**src/rtl/tile_spawn_controller.sv**
```systemverilog
// Tile spawn controller: places a new 2/4 tile on a 4x4 board snapshot.
// It asks an external random generator for an empty cell for a bounded
// number of cycles. If no usable candidate arrives in that time, it falls
// back to the lowest-index empty cell.
module tile_spawn_controller #(
   parameter int MAX_TRIES = 32
) (
   input  logic        clk,
   input  logic        rst,
   input  logic        spawn_req,
   input  logic [63:0] board_in,
   input  logic        gen_done,
   input  logic [3:0]  gen_pos,
   input  logic        gen_preset,
   output logic [15:0] empty_mask,
   output logic        spawn_busy,
   output logic        spawn_valid,
   output logic [3:0]  spawn_pos,
   output logic [3:0]  spawn_exp,
   output logic [63:0] board_out,
   output logic        board_full
);

   localparam logic [2:0] ST_IDLE   = 3'd0;
   localparam logic [2:0] ST_SETTLE = 3'd1;
   localparam logic [2:0] ST_SEARCH = 3'd2;
   localparam logic [2:0] ST_SCAN   = 3'd3;
   localparam logic [2:0] ST_EMIT   = 3'd4;

   // A miss while the counter holds this value ends the random search.
   localparam logic [7:0] TRY_LIMIT = 8'(MAX_TRIES - 1);

   logic [2:0]  r_state;
   logic [63:0] r_board;
   logic [7:0]  r_tries;
   logic [3:0]  r_pos;
   logic [3:0]  r_exp;
   logic [63:0] r_board_out;
   logic        r_board_full;

   logic [15:0] w_in_empty;
   logic        w_in_full;
   logic [3:0]  w_gen_cell;
   logic        w_hit;
   logic [3:0]  w_new_exp;
   logic [3:0]  w_scan_pos;
   logic [3:0]  w_place_pos;
   logic [63:0] w_board_ins;

   // Per-cell empty flags for the incoming snapshot and the latched board.
   genvar gi;
   generate
      for (gi = 0; gi < 16; gi++) begin : g_cells
         assign w_in_empty[gi] = (board_in[4*gi +: 4] == 4'd0);
         assign empty_mask[gi] = (r_board[4*gi +: 4] == 4'd0);
      end
   endgenerate

   assign w_in_full = ~|w_in_empty;

   // A generator hit is trusted only if the latched cell is really empty.
   assign w_gen_cell = r_board[{gen_pos, 2'b00} +: 4];
   assign w_hit      = gen_done && (w_gen_cell == 4'd0);
   assign w_new_exp  = gen_preset ? 4'd2 : 4'd1;

   // Priority encoder: the lowest-index empty cell wins.
   always_comb begin
      w_scan_pos = 4'd0;
      for (int i = 15; i >= 0; i--) begin
         if (empty_mask[i]) w_scan_pos = 4'(i);
      end
   end

   assign w_place_pos = (r_state == ST_SCAN) ? w_scan_pos : gen_pos;

   // The board with the new tile written at the chosen position.
   always_comb begin
      w_board_ins = r_board;
      w_board_ins[{w_place_pos, 2'b00} +: 4] = w_new_exp;
   end

   // Control FSM plus board, try-counter and result registers.
   always_ff @(posedge clk or negedge rst) begin
      if (!rst) begin
         r_state      <= ST_IDLE;
         r_board      <= 64'd0;
         r_tries      <= 8'd0;
         r_pos        <= 4'd0;
         r_exp        <= 4'd0;
         r_board_out  <= 64'd0;
         r_board_full <= 1'b0;
      end else begin
         r_board_full <= 1'b0;
         case (r_state)
            ST_IDLE: begin
               if (spawn_req) begin
                  r_board <= board_in;
                  r_tries <= 8'd0;
                  if (w_in_full) r_board_full <= 1'b1;
                  else           r_state      <= ST_SETTLE;
               end
            end
            // Gives the generator one cycle to see the new mask. Its
            // output is ignored here.
            ST_SETTLE: r_state <= ST_SEARCH;
            ST_SEARCH: begin
               if (w_hit) begin
                  r_board     <= w_board_ins;
                  r_board_out <= w_board_ins;
                  r_pos       <= gen_pos;
                  r_exp       <= w_new_exp;
                  r_state     <= ST_EMIT;
               end else begin
                  if (r_tries != 8'hFF) r_tries <= r_tries + 8'd1;
                  if (r_tries >= TRY_LIMIT) r_state <= ST_SCAN;
               end
            end
            ST_SCAN: begin
               r_board     <= w_board_ins;
               r_board_out <= w_board_ins;
               r_pos       <= w_scan_pos;
               r_exp       <= w_new_exp;
               r_state     <= ST_EMIT;
            end
            ST_EMIT: r_state <= ST_IDLE;
            default: r_state <= ST_IDLE;
         endcase
      end
   end

   assign spawn_busy  = (r_state != ST_IDLE);
   assign spawn_valid = (r_state == ST_EMIT);
   assign spawn_pos   = r_pos;
   assign spawn_exp   = r_exp;
   assign board_out   = r_board_out;
   assign board_full  = r_board_full;

endmodule

```
**config.mk**
```make
export PLATFORM = sky130hd
export DESIGN_NAME = tile_spawn_controller
export DESIGN_NICKNAME = d
export VERILOG_FILES = /design/src/rtl/tile_spawn_controller.sv
export SDC_FILE = /design/constraint.sdc
export NUM_CORES = 1
export LEC_CHECK = 0
export ABC_AREA = 1
export BUFFER_PORTS_ARGS = -buffer_cell sky130_fd_sc_hd__buf_2
export CAP_MARGIN = 20
export CORE_UTILIZATION = 55
export DETAILED_ROUTE_END_ITERATION = 10
export PLACE_DENSITY = 0.8
export SLEW_MARGIN = 20
export SYNTH_ARGS = -nofsm -noshare
export SYNTH_HDL_FRONTEND = slang
export SYNTH_SLANG_ARGS = --single-unit
```
**constraint.sdc**
```tcl
create_clock -name clk -period 3.99 [get_ports clk]
set_input_delay 0.1995 -clock clk [delete_from_list [all_inputs] [get_ports clk]]
set_output_delay 0.1995 -clock clk [all_outputs]
set_load 0.02 [all_outputs]
```
# Word-level counts from Yosys, hierarchy flattened
# Cells that the tools add are included.
# Widths: inputs -> output; s select.
[word_totals]
register_bits = 148
[op_classes]
n_addsub = 2
order_cmp = 1
n_eq_ne = 11
n_shift = 3
mux = 39
reduce_logical = 44
[op_table]
columns = ["op", "n"]
rows = [
  ["$pmux 64 s3", 1],
  ["$logic_not 4->1", 33],
  ["$mux 64", 2],
  ["$pmux 64 s2", 1],
  ["$mux 4", 19],
  ["$bwmux 64", 1],
  ["$shift 4x8->64 const A", 1],
  ["$shiftx 4x8->64", 1],
  ["$shiftx 64x7->4", 1],
  ["$mux 8", 3],
  ["$pmux 4 s2", 2],
  ["$pmux 8 s2", 1],
  ["$reduce_or 16->1", 1],
  ["$mux 3", 4],
  ["$pmux 3 s4", 1],
  ["$ne 2x2->1 const B", 5],
  ["$add 8x1->8 const B", 1],
  ["$ge 8x5->1 const B", 1],
  ["$ne 8x8->1 const B", 1],
  ["$neg 6->8", 1],
  ["$eq 3x2->1 const B", 2],
  ["$reduce_and 3->1", 2],
  ["$reduce_bool 3->1", 2],
  ["$reduce_and 4->1", 1],
  ["9 further kinds", 12],
]

# Logic depth before layout (Yosys ltp)
# Gate-level depths: netlist (run 1).
[logic_depth]
depth_word = 23
mapped_depth = 29
ltp_nobuf = 29

# Worst setup path before layout (run 1)
# Ideal clock, no wire load.
[synth_timing]
kind = "reg-to-reg"
from = "register r_board[60]"
to = "register r_board[44]"
setup_ps = 116
arrival_time_ps = 2874
required_time_ps = 3874
slack_ps = 1000
stages_incl_launch_ff = 29
n_path_buf = 0
cell_sequence = "dfrtp_1 inv_1 nand2_1 nor2_2 nand2_1 nand2_1 nand2_1 nand2_1 nand2_1 nand2_1 nand2_1 nand2_1 nand2_1 nand2_1 nand2_1 nand2_1 nand2_1 nand2_1 a21boi_1 ha_1 inv_1 xor2_4 inv_2 nor2_2 nand2_2 o21ai_1 nand2_1 nand2_1 nand2_1"
[synth_between]
elab_chain_len = 23
[synth_lines]
columns = ["item", "line_no", "source"]
rows = [
  ["start, declared", "34", "logic [63:0] r_board;"],
  ["start signal, assigned", "97", "r_board <= board_in;"],
  ["start signal, assigned", "108", "r_board <= w_board_ins;"],
  ["start signal, assigned", "119", "r_board <= w_board_ins;"],
  ["$logic_not 4->1 *", "55", "assign empty_mask[gi] = (r_board[4*gi +: 4] == 4'd0);"],
  ["named net empty_mask[15]", "15", "output logic [15:0] empty_mask,"],
  ["$mux 4 * (16 in series)", "70", "if (empty_mask[i]) w_scan_pos = 4'(i);"],
  ["$mux 4 *", "74", "assign w_place_pos = (r_state == ST_SCAN) ? w_scan_pos : gen_pos;"],
  ["$neg 6->8 *", "79", "w_board_ins[{w_place_pos, 2'b00} +: 4] = w_new_exp;"],
  ["$shiftx 4x8->64 or $shift 4x8->64 (tied branches)", "79", ""],
  ["$bwmux 64 *", "79", ""],
  ["$mux 64", "107", "if (w_hit) begin"],
  ["$pmux 64 s3 *", "94", "case (r_state)"],
]
# The timed path passes the listed nets; every way through them passes the cells marked *. The select of a mux whose other input is x is not followed.
# A chain may end at the register's enable or synchronous reset.

# Worst setup path in the final report (run 1)
[layout_timing]
from = "register r_board[63]"
to = "register r_board[45]"
[layout_between]
elab_chain_len = 23
[layout_lines]
columns = ["item", "line_no"]
rows = [
  ["$logic_not 4->1", "55"],
  ["$mux 4 (16 in series)", "70"],
  ["$mux 4", "74"],
  ["$neg 6->8", "79"],
  ["$shiftx 4x8->64 or $shift 4x8->64 (tied branches)", "79"],
  ["$bwmux 64", "79"],
  ["$mux 64", "107"],
  ["$pmux 64 s3", "94"],
]
# Several ways; a longest one is shown, not always the timed one. The select of a mux whose other input is x is not followed.

==> results by group, run 1 <==
STA
  • Final Cycle Share: 0.883
  • Final setup vio count: 0
  • Skew final: 7.32 ps
  • RSZ-0062 raised after global routing: false
  • Setup TNS: 0 ps
  • Slew margin rel.: 0.411
  • Max-slew violations: 0
  • Min Hold Slack: 29.1 ps
  • Tightest Pin Transition: 876 ps
  • Tmin final: 3520 ps
  • Max Clk Rate: 0.284 GHz
  • Hold Vio Cnt, Final: 0

Placement
  • Area after DPL: 0.00878 sq mm
  • Port Buf Inserts: 161
  • Placer Congestion: 0.979
  • Hpwl dp: 16,900 microns

Worst setup path
  • Largest stage delay on the critical path: 390 ps
  • R2R setup slack: 470 ps
  • CP startpoint kind: flop
  • R2r endpoint: r_board[45]$_DFFE_PN0P_
  • Crit path max fanout: 10
  • Crit path DAT: 3850 ps
  • Worst Path Buf+Inv: 3
  • R2R depth: 28
  • Worst Path Required: 4310 ps
  • Crit path from: r_board[63]$_DFFE_PN0P_
  • CP top delay family: simple AND/OR/NAND/NOR gates
  • R2r startpoint: r_board[63]$_DFFE_PN0P_
  • CP most frequent cell: nand2_1
  • Endpoint type of the worst setup path: flop
  • Crit Path Category: flop to flop
  • Slowest cell on the critical path: dfrtp_1

Finish
  • Area of the multi-input gates: 0.00362 sq mm
  • Filler cell count: 1,185
  • Register area: 0.00365 sq mm
  • Final nets: 1,292
  • Area delta synth->final: 19.5%
  • Ratio of cells with drive above 1 in the final layout: 0.191
  • Diode count: 0
  • Final Cell Area: 0.00938 sq mm

GRT
  • Overflow after GRT: 0
  • First-pass GRT wire length: 37,000 microns
  • Global-route usage over all layers: 0.332
  • Vias in the first global route: 7,243
  • Antenna violations before repair: 1
  • Largest net degree at the start of global routing: 86

Hold path
  • Tightest Hold Check Type: primary input to flop
  • WHS Endpoint: board_full$_DFF_PN0_
  • Hold path cells: 2
  • Hold_sp: spawn_req

Route
  • First-pass DRT Iterations: 6
  • DRT Wirelength: 23,700 microns
  • DR vias/cell: 5.68
  • Antenna Nets Post-Route: 0
  • Drc violations: 0
  • DR WL/cell: 16.9 microns
  • DR vias: 7,996
  • Initial DRC count: 915

Job
  • Max Cap Violations: 0

Synthesis
  • Top-count cell post-synth: nand2_1
  • Post-synth top area share: 0.466
  • Synth Register Bits: 146
  • Commonest cells in the netlist: 319 x nand2_1, 146 x dfrtp_1, 121 x nor2_1
  • Mapped Area: 0.00785 sq mm
  • Top cells by area, synth: dfrtp_1 47%, nand2_1 15%, nor2_1 5.8%, nand3_1 4.8%, inv_1 4.4%
  • Distinct cells, synth: 43
  • Post-synth EDFFs: 0
  • Mapped Cells: 1,072
  • Yosys Warn Count: 0
  • Seq/Total Area, Yosys: 0.466
  • Cell taking the most area after synthesis: dfrtp_1
  • Synth async-reset ratio: 1.00
  • Prevailing post-synth register cell: dfrtp_1
  • Syn Area/Cell: 7.32 sq um

Floorplan
  • Chip Height: 121 microns
  • Io pins: 164
  • Die area: 0.0147 sq mm
  • Core Rows: 43
  • Core area: 0.0139 sq mm
  • Initial core utilization: 0.565
  • Die Span X: 121 microns

Power and ir drop
  • PD cells: 943 mW/mm^2
  • P_leak: 4.91 nW
  • Peak supply drop: 0.708 mV
  • Total power: 8.84 mW

Clock tree
  • CTS H-tree lvls: 4
  • Root Buffer: clkbuf_16
  • CTS buffer count: 17
  • TritonCTS clock tree: built
  • Clock latency at the later pin of the worst-skew pair: 430 ps
  • Clk buf depth: 2
  • Post-CTS setup repair buffer count: 0
  • Number of clock sinks: 146
  • Clk slew on worst S/H paths: 60 ps

Run status
  • Outcome: completed
[through the flow]
step                       util  cells  setup WS, ps
after global placement    0.633   1375           646
after CTS                 0.675   1407           504
after global routing      0.676   1407           129
after detailed placement  0.633   1375           594
final                     0.676   1407           467
after floorplan               -   1073          1000
[layout by cell type, fill, tap and decap left out, drive strengths merged, types with 3 or more instances in the layout]
master	synthesis	layout
nor3	19	19
nand2	328	328
nand4	15	15
o21ai	86	86
inv	102	102
a31oi	25	25
buf	21	171
o22ai	12	12
clkinvlp	0	4
a21oi	45	45
dfrtp	146	146
ha	4	4
clkbuf	28	23
nor4	17	17
xor2	3	3
nor2	126	126
nand3	76	76
[worst max path at each step]
stage / cells past startpoint / slack, ps / endpoint
detailed placement: 27 / 590 / r_board[45]$_DFFE_PN0P_
global placement: 27 / 650 / r_board[0]$_DFFE_PN0P_
global route: 28 / 130 / r_board[45]$_DFFE_PN0P_
finish: 28 / 470 / r_board[45]$_DFFE_PN0P_
floorplan: 28 / 1000 / r_board[44]$_DFFE_PN0P_
CTS: 27 / 500 / r_board[0]$_DFFE_PN0P_
[flip-flops by register name (all words and copies together), names as in the netlist]
register / count
spawn_pos: 4
spawn_exp: 2
board_full: 1
r_tries: 8
r_state: 3
board_out: 64
r_board: 64
[cell type report]
class | instances | share of cell area
Clock buffer | 23 | 0.0510
Tap cell | 180 | 0.0240
Clock inverter | 8 | 0.0111
Sequential cell | 146 | 0.390
Multi-Input combinational cell | 776 | 0.386
Inverter | 102 | 0.0411
Timing Repair Buffer | 172 | 0.0970
[layer usage]
| layer | share of wire | vias to the layer above | global-route usage | wire length [microns] |
|---|---|---|---|---|
| met5 | 0.00055 | - | 0 | 13 |
| li1 | - | 3805 | - | - |
| met4 | 0.030 | 2 | 0.143 | 718 |
| met1 | 0.42 | 3684 | 0.458 | 9960 |
| met3 | 0.10 | 55 | 0.0691 | 2460 |
| met2 | 0.45 | 450 | 0.505 | 10600 |
[cell families after synthesis]
logic type / after synthesis / synth area share
DFF: 146 / 0.466
buffers and inverters: 151 / 0.0757
other: 1 / 0.000478
xor gates and xnor gates: 3 / 0.00574
adders and majority gates: 4 / 0.00638
and+or+nand+nor: 584 / 0.317
AOI/OAI and AO/OA: 183 / 0.129
[where the power goes]
group | total, mW | internal [mW] | switching, mW
Clock | 1.58 | 0.965 | 0.617
Sequential | 2.71 | 2.21 | 0.509
Combinational | 4.54 | 1.42 | 3.13
Total | 8.84 | 4.59 | 4.25
[repair_timing]
action                                  CTS  global route
gates resized for setup                   0             2
hold endpoints to repair                 83             0
endpoints found under the setup margin    0             3
hold buffers                              1             0
(Power assumes the default switching activity.)
==> inputs of run 2 (changes only) <==
Settings changed: CTS_CLUSTER_SIZE from default to 12, PLACE_DENSITY 0.8 to default, PLACE_DENSITY_LB_ADDON from default to 0.3.
==> run 2 against run 1 <==
  * Critical path depth is 18 lower
  * Cell count unchanged
  * Non-clock buffer count shrank 1
  * Final area is 0.57% higher
  * Worst setup slack got worse by 160 ps
  * Clock-buffer cell count decreased by 1
  * Routed wire length increased by 0.78%
  * Combinational power hardly changed
  * Clock skew down 0.82 ps
  * Register-to-register slack worse by 160 ps
  * First-iteration DRC count shrank 13%
  * Largest power group unchanged
==> results by group, run 2 (synthesis gave the netlist of run 1 again) <==
Finish
  • Filler cell count: 1,156 (was 1,185)
  • Final nets: 1,291 (was 1,292)
  • Area of the multi-input gates: 0.00362 sq mm (unchanged)
  • Final Cell Area: 0.00943 sq mm (was 0.00938 sq mm)
  • Register area: 0.00365 sq mm (unchanged)
  • Ratio of cells with drive above 1 in the final layout: 0.191 (unchanged)
  • Leading cell type in the layout, fill and taps excluded: nand2_1 (unchanged)
  • Area delta synth->final: 20.2% (was 19.5%)
  • Commonest cells after routing, fill and taps aside: 319 x nand2_1, 160 x buf_2, 146 x dfrtp_1 (unchanged)
  • Diode count: 0 (unchanged)

Placement
  • Hpwl dp: 16,900 microns (about the same)
  • Port Buf Inserts: 161 (unchanged)
  • Area after DPL: 0.00877 sq mm (was 0.00878 sq mm)
  • Placer Congestion: 0.964 (was 0.979)
  • Setup slack after placement: 548 ps (was 594 ps)

Worst setup path
  • Slowest cell on the critical path: clkinv_2 (was dfrtp_1)
  • Worst Path Buf+Inv: 3 (unchanged)
  • Crit. path cell count: 10 (was 28)
  • R2r endpoint: spawn_pos[0]$_DFFE_PN0P_ (was r_board[45]$_DFFE_PN0P_)
  • Crit path DAT: 3990 ps (was 3850 ps)
  • Crit Path Category: flop to flop (unchanged)
  • Endpoint type of the worst setup path: flop (unchanged)
  • Worst-path cell chain: nor4_2, buf_4, a21oi_1, o311ai_0, nand3_1, nand2_1, inv_1, nor2_4, clkinv_2, o21ai_0
  • R2r startpoint: r_board[17]$_DFFE_PN0P_ (was r_board[63]$_DFFE_PN0P_)
  • CP startpoint kind: flop (unchanged)
  • Crit path max fanout: 67 (was 10)
  • Largest stage delay on the critical path: 790 ps (was 390 ps)
  • R2R depth: 10 (was 28)
  • Worst Path Required: 4300 ps (was 4310 ps)
  • CP top delay family: simple AND/OR/NAND/NOR gates (unchanged)
  • Crit path from: r_board[17]$_DFFE_PN0P_ (was r_board[63]$_DFFE_PN0P_)
  • Critical path endpoint: spawn_pos[0]$_DFFE_PN0P_ (was r_board[45]$_DFFE_PN0P_)
  • R2R setup slack: 310 ps (was 470 ps)

Power and ir drop
  • PD cells: 955 mW/mm^2 (was 943 mW/mm^2)
  • Power share of the clock group: 0.195 (was 0.179)
  • Sw frac: 0.472 (was 0.481)
  • Switching Power: 4.25 mW (about the same)
  • Peak supply drop: 1.43 mV (was 0.708 mV)
  • Internal power: 4.76 mW (was 4.59 mW)
  • Sequential share of power: 0.302 (was 0.307)
  • P_leak: 4.95 nW (was 4.91 nW)
  • Total power: 9.01 mW (was 8.84 mW)
  • Comb pwr share: 0.503 (was 0.514)

Route
  • Antenna Nets Post-Route: 0 (unchanged)
  • DR vias: 8,136 (was 7,996)
  • DRT Wirelength: 23,900 microns (was 23,700 microns)
  • Drc violations: 0 (unchanged)
  • DR vias/cell: 5.78 (was 5.68)
  • First-pass DRT Iterations: 6 (unchanged)
  • Initial DRC count: 800 (was 915)
  • DR WL/cell: 17.0 microns (was 16.9 microns)

STA
  • Max-slew violations: 0 (unchanged)
  • Hold Vio Cnt, Final: 0 (unchanged)
  • Max Clk Rate: 0.271 GHz (was 0.284 GHz)
  • Final setup vio count: 0 (unchanged)
  • Final Cycle Share: 0.923 (was 0.883)
  • Setup slack after layout: 306 ps (was 467 ps)
  • RSZ-0062 raised after global routing: false (unchanged)
  • Setup TNS: 0 ps (unchanged)
  • Slew margin rel.: 0.307 (was 0.411)
  • Tmin final: 3680 ps (was 3520 ps)
  • Tightest Pin Transition: 1030 ps (was 876 ps)
  • Skew final: 6.50 ps (was 7.32 ps)

Floorplan
  • Die area: 0.0147 sq mm (unchanged)
  • Initial core utilization: 0.565 (unchanged)
  • Die Span X: 121 microns (unchanged)
  • Io pins: 164 (unchanged)
  • Core area: 0.0139 sq mm (unchanged)
  • Core Rows: 43 (unchanged)
  • Chip Height: 121 microns (unchanged)

Job
  • Max Cap Violations: 0 (unchanged)

Clock tree
  • CTS buffer count: 17 (unchanged)
  • CTS H-tree lvls: 4 (unchanged)
  • Number of clock sinks: 146 (unchanged)
  • Root Buffer: clkbuf_16 (unchanged)
  • TritonCTS clock tree: built (unchanged)
  • Clock latency at the later pin of the worst-skew pair: 430 ps (about the same)
  • Post-CTS setup repair buffer count: 0 (unchanged)
  • Clk slew on worst S/H paths: 60 ps (about the same)
  • Clk buf depth: 2 (unchanged)

Run status
  • Outcome: completed (unchanged)

GRT
  • First-pass GRT wire length: 37,300 microns (was 37,000 microns)
  • Overflow after GRT: 0 (unchanged)
  • Antenna violations before repair: 0 (was 1)
  • Vias in the first global route: 7,291 (was 7,243)
  • Global-route usage over all layers: 0.334 (was 0.332)
  • Largest net degree at the start of global routing: 106 (was 86)

Hold path
  • Tightest Hold Check Type: primary input to flop (unchanged)
## run 2: layout make-up
type,instances,area share
Clock inverter,10,0.0191
Clock buffer,22,0.0492
Timing Repair Buffer,171,0.0956
Inverter,102,0.0407
Tap cell,180,0.0239
Multi-Input combinational cell,776,0.384
Sequential cell,146,0.387
## run 2: what timing repair did
item | 4_1_cts | 5_1_grt
hold buffers | 1 | 0
endpoints found under the setup margin | 0 | 1
resized for setup | 0 | 1
hold endpoints to repair | 103 | 0
## run 2: power by group through the flow
stage | clock [mW] | sequential (mW) | combinational, mW
detailed placement | 0 | 2.71 | 4.45
global route | 1.82 | 2.78 | 5.05
floorplan | 0 | 3.01 | 2.84
global placement | 0 | 2.70 | 4.39
CTS | 1.76 | 2.70 | 4.49
finish | 1.75 | 2.72 | 4.53
## run 2: per-layer routing
metal	up-vias	track usage	part of all wire
li1	3796	-	-
met2	453	0.494	0.44
met1	3821	0.464	0.43
met5	-	0	0
met4	0	0.164	0.038
met3	66	0.0719	0.091
## run 2: worst min-delay path by stage
stage / slack [ps] / endpoint / cells past startpoint / startpoint
floorplan: -100 / board_full$_DFF_PN0_ / 0 / rst
global placement: 390 / board_out[35]$_DFFE_PN0P_ / 1 / rst
detailed placement: 400 / board_out[35]$_DFFE_PN0P_ / 1 / rst
CTS: 40 / board_full$_DFF_PN0_ / 2 / spawn_req
global route: 50 / board_full$_DFF_PN0_ / 2 / spawn_req
finish: 40 / board_full$_DFF_PN0_ / 2 / spawn_req
## run 2: per-stage QoR
stage               hold WS [ps]  utilization  std cells
floorplan                  -96.1            -       1073
global placement             387        0.632       1374
detailed placement           397        0.632       1374
CTS                         35.8        0.679       1407
global route                50.7        0.680       1407
finish                      43.1        0.680       1407
==> inputs of run 3 (changes only) <==
Settings changed: CORE_UTILIZATION 55 to 57, CTS_BUF_LIST from default to sky130_fd_sc_hd__clkbuf_8.
==> run 3 against run 2 <==
  * Non-clock buffer count increased by 3
  * Largest power group unchanged
  * Via count decreased by 2.8%
  * Register-to-register slack improved by 140 ps
  * Combinational power about the same
  * Critical endpoint is now r_board[0]$_DFFE_PN0P_
  * Sequential power about the same
  * Critical path depth increased by 17
  * Utilization increased by 0.63 points
  * First-iteration DRC count increased by 3.5%
  * Clock power decreased by 36%
  * Hold slack improved by 3.7 ps
==> results by group, run 3 (synthesis gave the netlist of run 1 again) <==
Worst setup path
  • CP startpoint kind: flop (unchanged)
  • Worst Path Required: 4300 ps (about the same)
  • Crit path DAT: 3850 ps (was 3990 ps)
  • R2R depth: 27 (was 10)
  • Crit path from: r_board[57]$_DFFE_PN0P_ (was r_board[17]$_DFFE_PN0P_)
  • R2r startpoint: r_board[57]$_DFFE_PN0P_ (was r_board[17]$_DFFE_PN0P_)
  • Endpoint type of the worst setup path: flop (unchanged)
  • Crit path max fanout: 5 (was 67)
  • Crit Path Category: flop to flop (unchanged)

Floorplan
  • Die Span X: 119 microns (was 121 microns)
  • Core area: 0.0133 sq mm (was 0.0139 sq mm)
  • Die area: 0.0142 sq mm (was 0.0147 sq mm)
  • Chip Height: 119 microns (was 121 microns)
  • Core Rows: 42 (was 43)
  • Initial core utilization: 0.588 (was 0.565)
  • Io pins: 164 (unchanged)

Route
  • DR vias: 7,907 (was 8,136)
  • DRT Wirelength: 23,000 microns (was 23,900 microns)
  • DR vias/cell: 5.64 (was 5.78)
  • First-pass DRT Iterations: 6 (unchanged)
  • Drc violations: 0 (unchanged)
  • Initial DRC count: 828 (was 800)
  • DR WL/cell: 16.4 microns (was 17.0 microns)
  • Antenna Nets Post-Route: 0 (unchanged)

STA
  • Max-slew violations: 0 (unchanged)
  • Tightest Pin Transition: 886 ps (was 1030 ps)
  • Setup TNS: 0 ps (unchanged)
  • RSZ-0062 raised after global routing: false (unchanged)
  • Final setup vio count: 0 (unchanged)
  • Slew margin rel.: 0.404 (was 0.307)
  • Hold Vio Cnt, Final: 0 (unchanged)
  • Final Cycle Share: 0.888 (was 0.923)
  • Skew final: 10.1 ps (was 6.50 ps)
  • Max Clk Rate: 0.282 GHz (was 0.271 GHz)
  • Tmin final: 3540 ps (was 3680 ps)
  • Setup slack after layout: 448 ps (was 306 ps)

Placement
  • Port Buf Inserts: 161 (unchanged)
  • Area after DPL: 0.00877 sq mm (about the same)
  • Setup slack after placement: 517 ps (was 548 ps)
  • Placer Congestion: 1.01 (was 0.964)
  • Hpwl dp: 16,500 microns (was 16,900 microns)

Job
  • Max Cap Violations: 0 (unchanged)

Finish
  • Ratio of cells with drive above 1 in the final layout: 0.190 (was 0.191)
  • Filler cell count: 1,150 (was 1,156)
  • Diode count: 0 (unchanged)
  • Final nets: 1,294 (was 1,291)
  • Area delta synth->final: 16.7% (was 20.2%)
  • Final Cell Area: 0.00916 sq mm (was 0.00943 sq mm)
  • Leading cell type in the layout, fill and taps excluded: nand2_1 (unchanged)
  • Fin util: 0.686 (was 0.680)
  • Commonest cells after routing, fill and taps aside: 319 x nand2_1, 160 x buf_2, 146 x dfrtp_1 (unchanged)

Clock tree
  • Number of clock sinks: 146 (unchanged)
  • CTS buffer count: 17 (unchanged)
  • Clock latency at the later pin of the worst-skew pair: 460 ps (was 430 ps)
  • TritonCTS clock tree: built (unchanged)
  • Clk slew on worst S/H paths: 80 ps (was 60 ps)
  • CTS H-tree lvls: 4 (unchanged)
  • Clk buf depth: 2 (unchanged)
  • Root Buffer: clkbuf_8 (was clkbuf_16)

GRT
  • Antenna violations before repair: 0 (unchanged)
  • Vias in the first global route: 7,136 (was 7,291)
  • Largest net degree at the start of global routing: 90 (was 106)
  • Overflow after GRT: 0 (unchanged)
  • Global-route usage over all layers: 0.331 (was 0.334)
  • First-pass GRT wire length: 36,000 microns (was 37,300 microns)

Power and ir drop
  • Total power: 8.32 mW (was 9.01 mW)
  • PD cells: 908 mW/mm^2 (was 955 mW/mm^2)
  • Peak supply drop: 1.26 mV (was 1.43 mV)
  • P_leak: 4.84 nW (was 4.95 nW)

Run status
  • Outcome: completed (unchanged)

Hold path
  • Hold path cells: 3 (was 2)
  • Tightest Hold Check Type: primary input to flop (unchanged)
  • Hold_sp: board_in[19] (was spawn_req)
[run 3: cell types whose count changed in the layout (fill, tap and decap cells not counted)]
| cell | previous run | this run |
|---|---|---|
| clkbuf_8 | 2 | 20 |
| bufinv_16 | 5 | 2 |
| dlygate4sd3_1 | 1 | 2 |
| nor3_1 | 16 | 17 |
| clkinv_2 | 4 | 6 |
| buf_4 | 8 | 11 |
| clkbuf_1 | 3 | 0 |
| inv_1 | 91 | 92 |
| buf_12 | 1 | 0 |
| clkbuf_16 | 17 | 0 |
| clkinvlp_4 | 2 | 0 |
| nor3_2 | 3 | 2 |
[run 3: critical path: stages, from the launching register on]
cell	delay, ps
dfrtp_1	410
nor2_1	110
nand2_1	140
nand2_1	100
nand2_1	50
nand2_1	60
nand2_1	50
nand2_1	60
nand2_1	50
nand2_1	60
nand2_1	60
nand2_1	60
nand2_1	50
nand2_1	60
nand2_1	50
nand2_1	60
nand2_1	70
a21boi_1	270
ha_1	200
inv_1	100
nor3_1	380
inv_1	160
nor3_1	370
nand2_1	120
o21ai_0	120
nand2_1	80
nand2_1	70
o21ai_1	60
[run 3: metrics by stage]
stage               hold slack [ps]  instances
floorplan                     -96.1       1073
global placement                324       1372
detailed placement              324       1372
CTS                            29.4       1402
global route                   53.3       1402
finish                         46.8       1402
[run 3: layer usage]
layer | global-route usage | routed length, microns
met1 | 0.451 | 9570
met2 | 0.515 | 10600
met3 | 0.0714 | 2140
met4 | 0.135 | 639
met5 | 0 | 0
[run 3: area by class of cell]
type,instances,area (sq um),share of cell area
clock buffer,20,275,0.0301
clock inverter,8,88.8,0.00970
inverter,102,384,0.0420
multi-input combinational,776,3620,0.395
sequential,146,3650,0.399
tap,176,220,0.0241
timing repair buffer,174,915,0.0999
[run 3: path summary, 6_finish.rpt]
check                                             to  slack (ps)
min reg2reg                board_out[51]$_DFFE_PN0P_         480
max in group asynchronous    r_board[53]$_DFFE_PN0P_        2620
max reg2reg                   r_board[0]$_DFFE_PN0P_         450
max                           r_board[0]$_DFFE_PN0P_         450
min                          r_board[19]$_DFFE_PN0P_          50
min in group asynchronous  board_out[15]$_DFFE_PN0P_         360
[run 3: repair_timing]
| item | in CTS | in global routing |
|---|---|---|
| gates resized for setup | 0 | 0 |
| hold buffers | 2 | 0 |
| setup buffers | 0 | 0 |
| hold endpoints to repair | 88 | 0 |
[run 3: where the power goes]
| part | switching [mW] | internal (mW) | leakage (nW) | total (mW) |
|---|---|---|---|---|
| clock network | 0.533 | 0.583 | 0.197 | 1.12 |
| logic | 3.09 | 1.41 | 2.86 | 4.51 |
| registers | 0.494 | 2.20 | 1.78 | 2.70 |
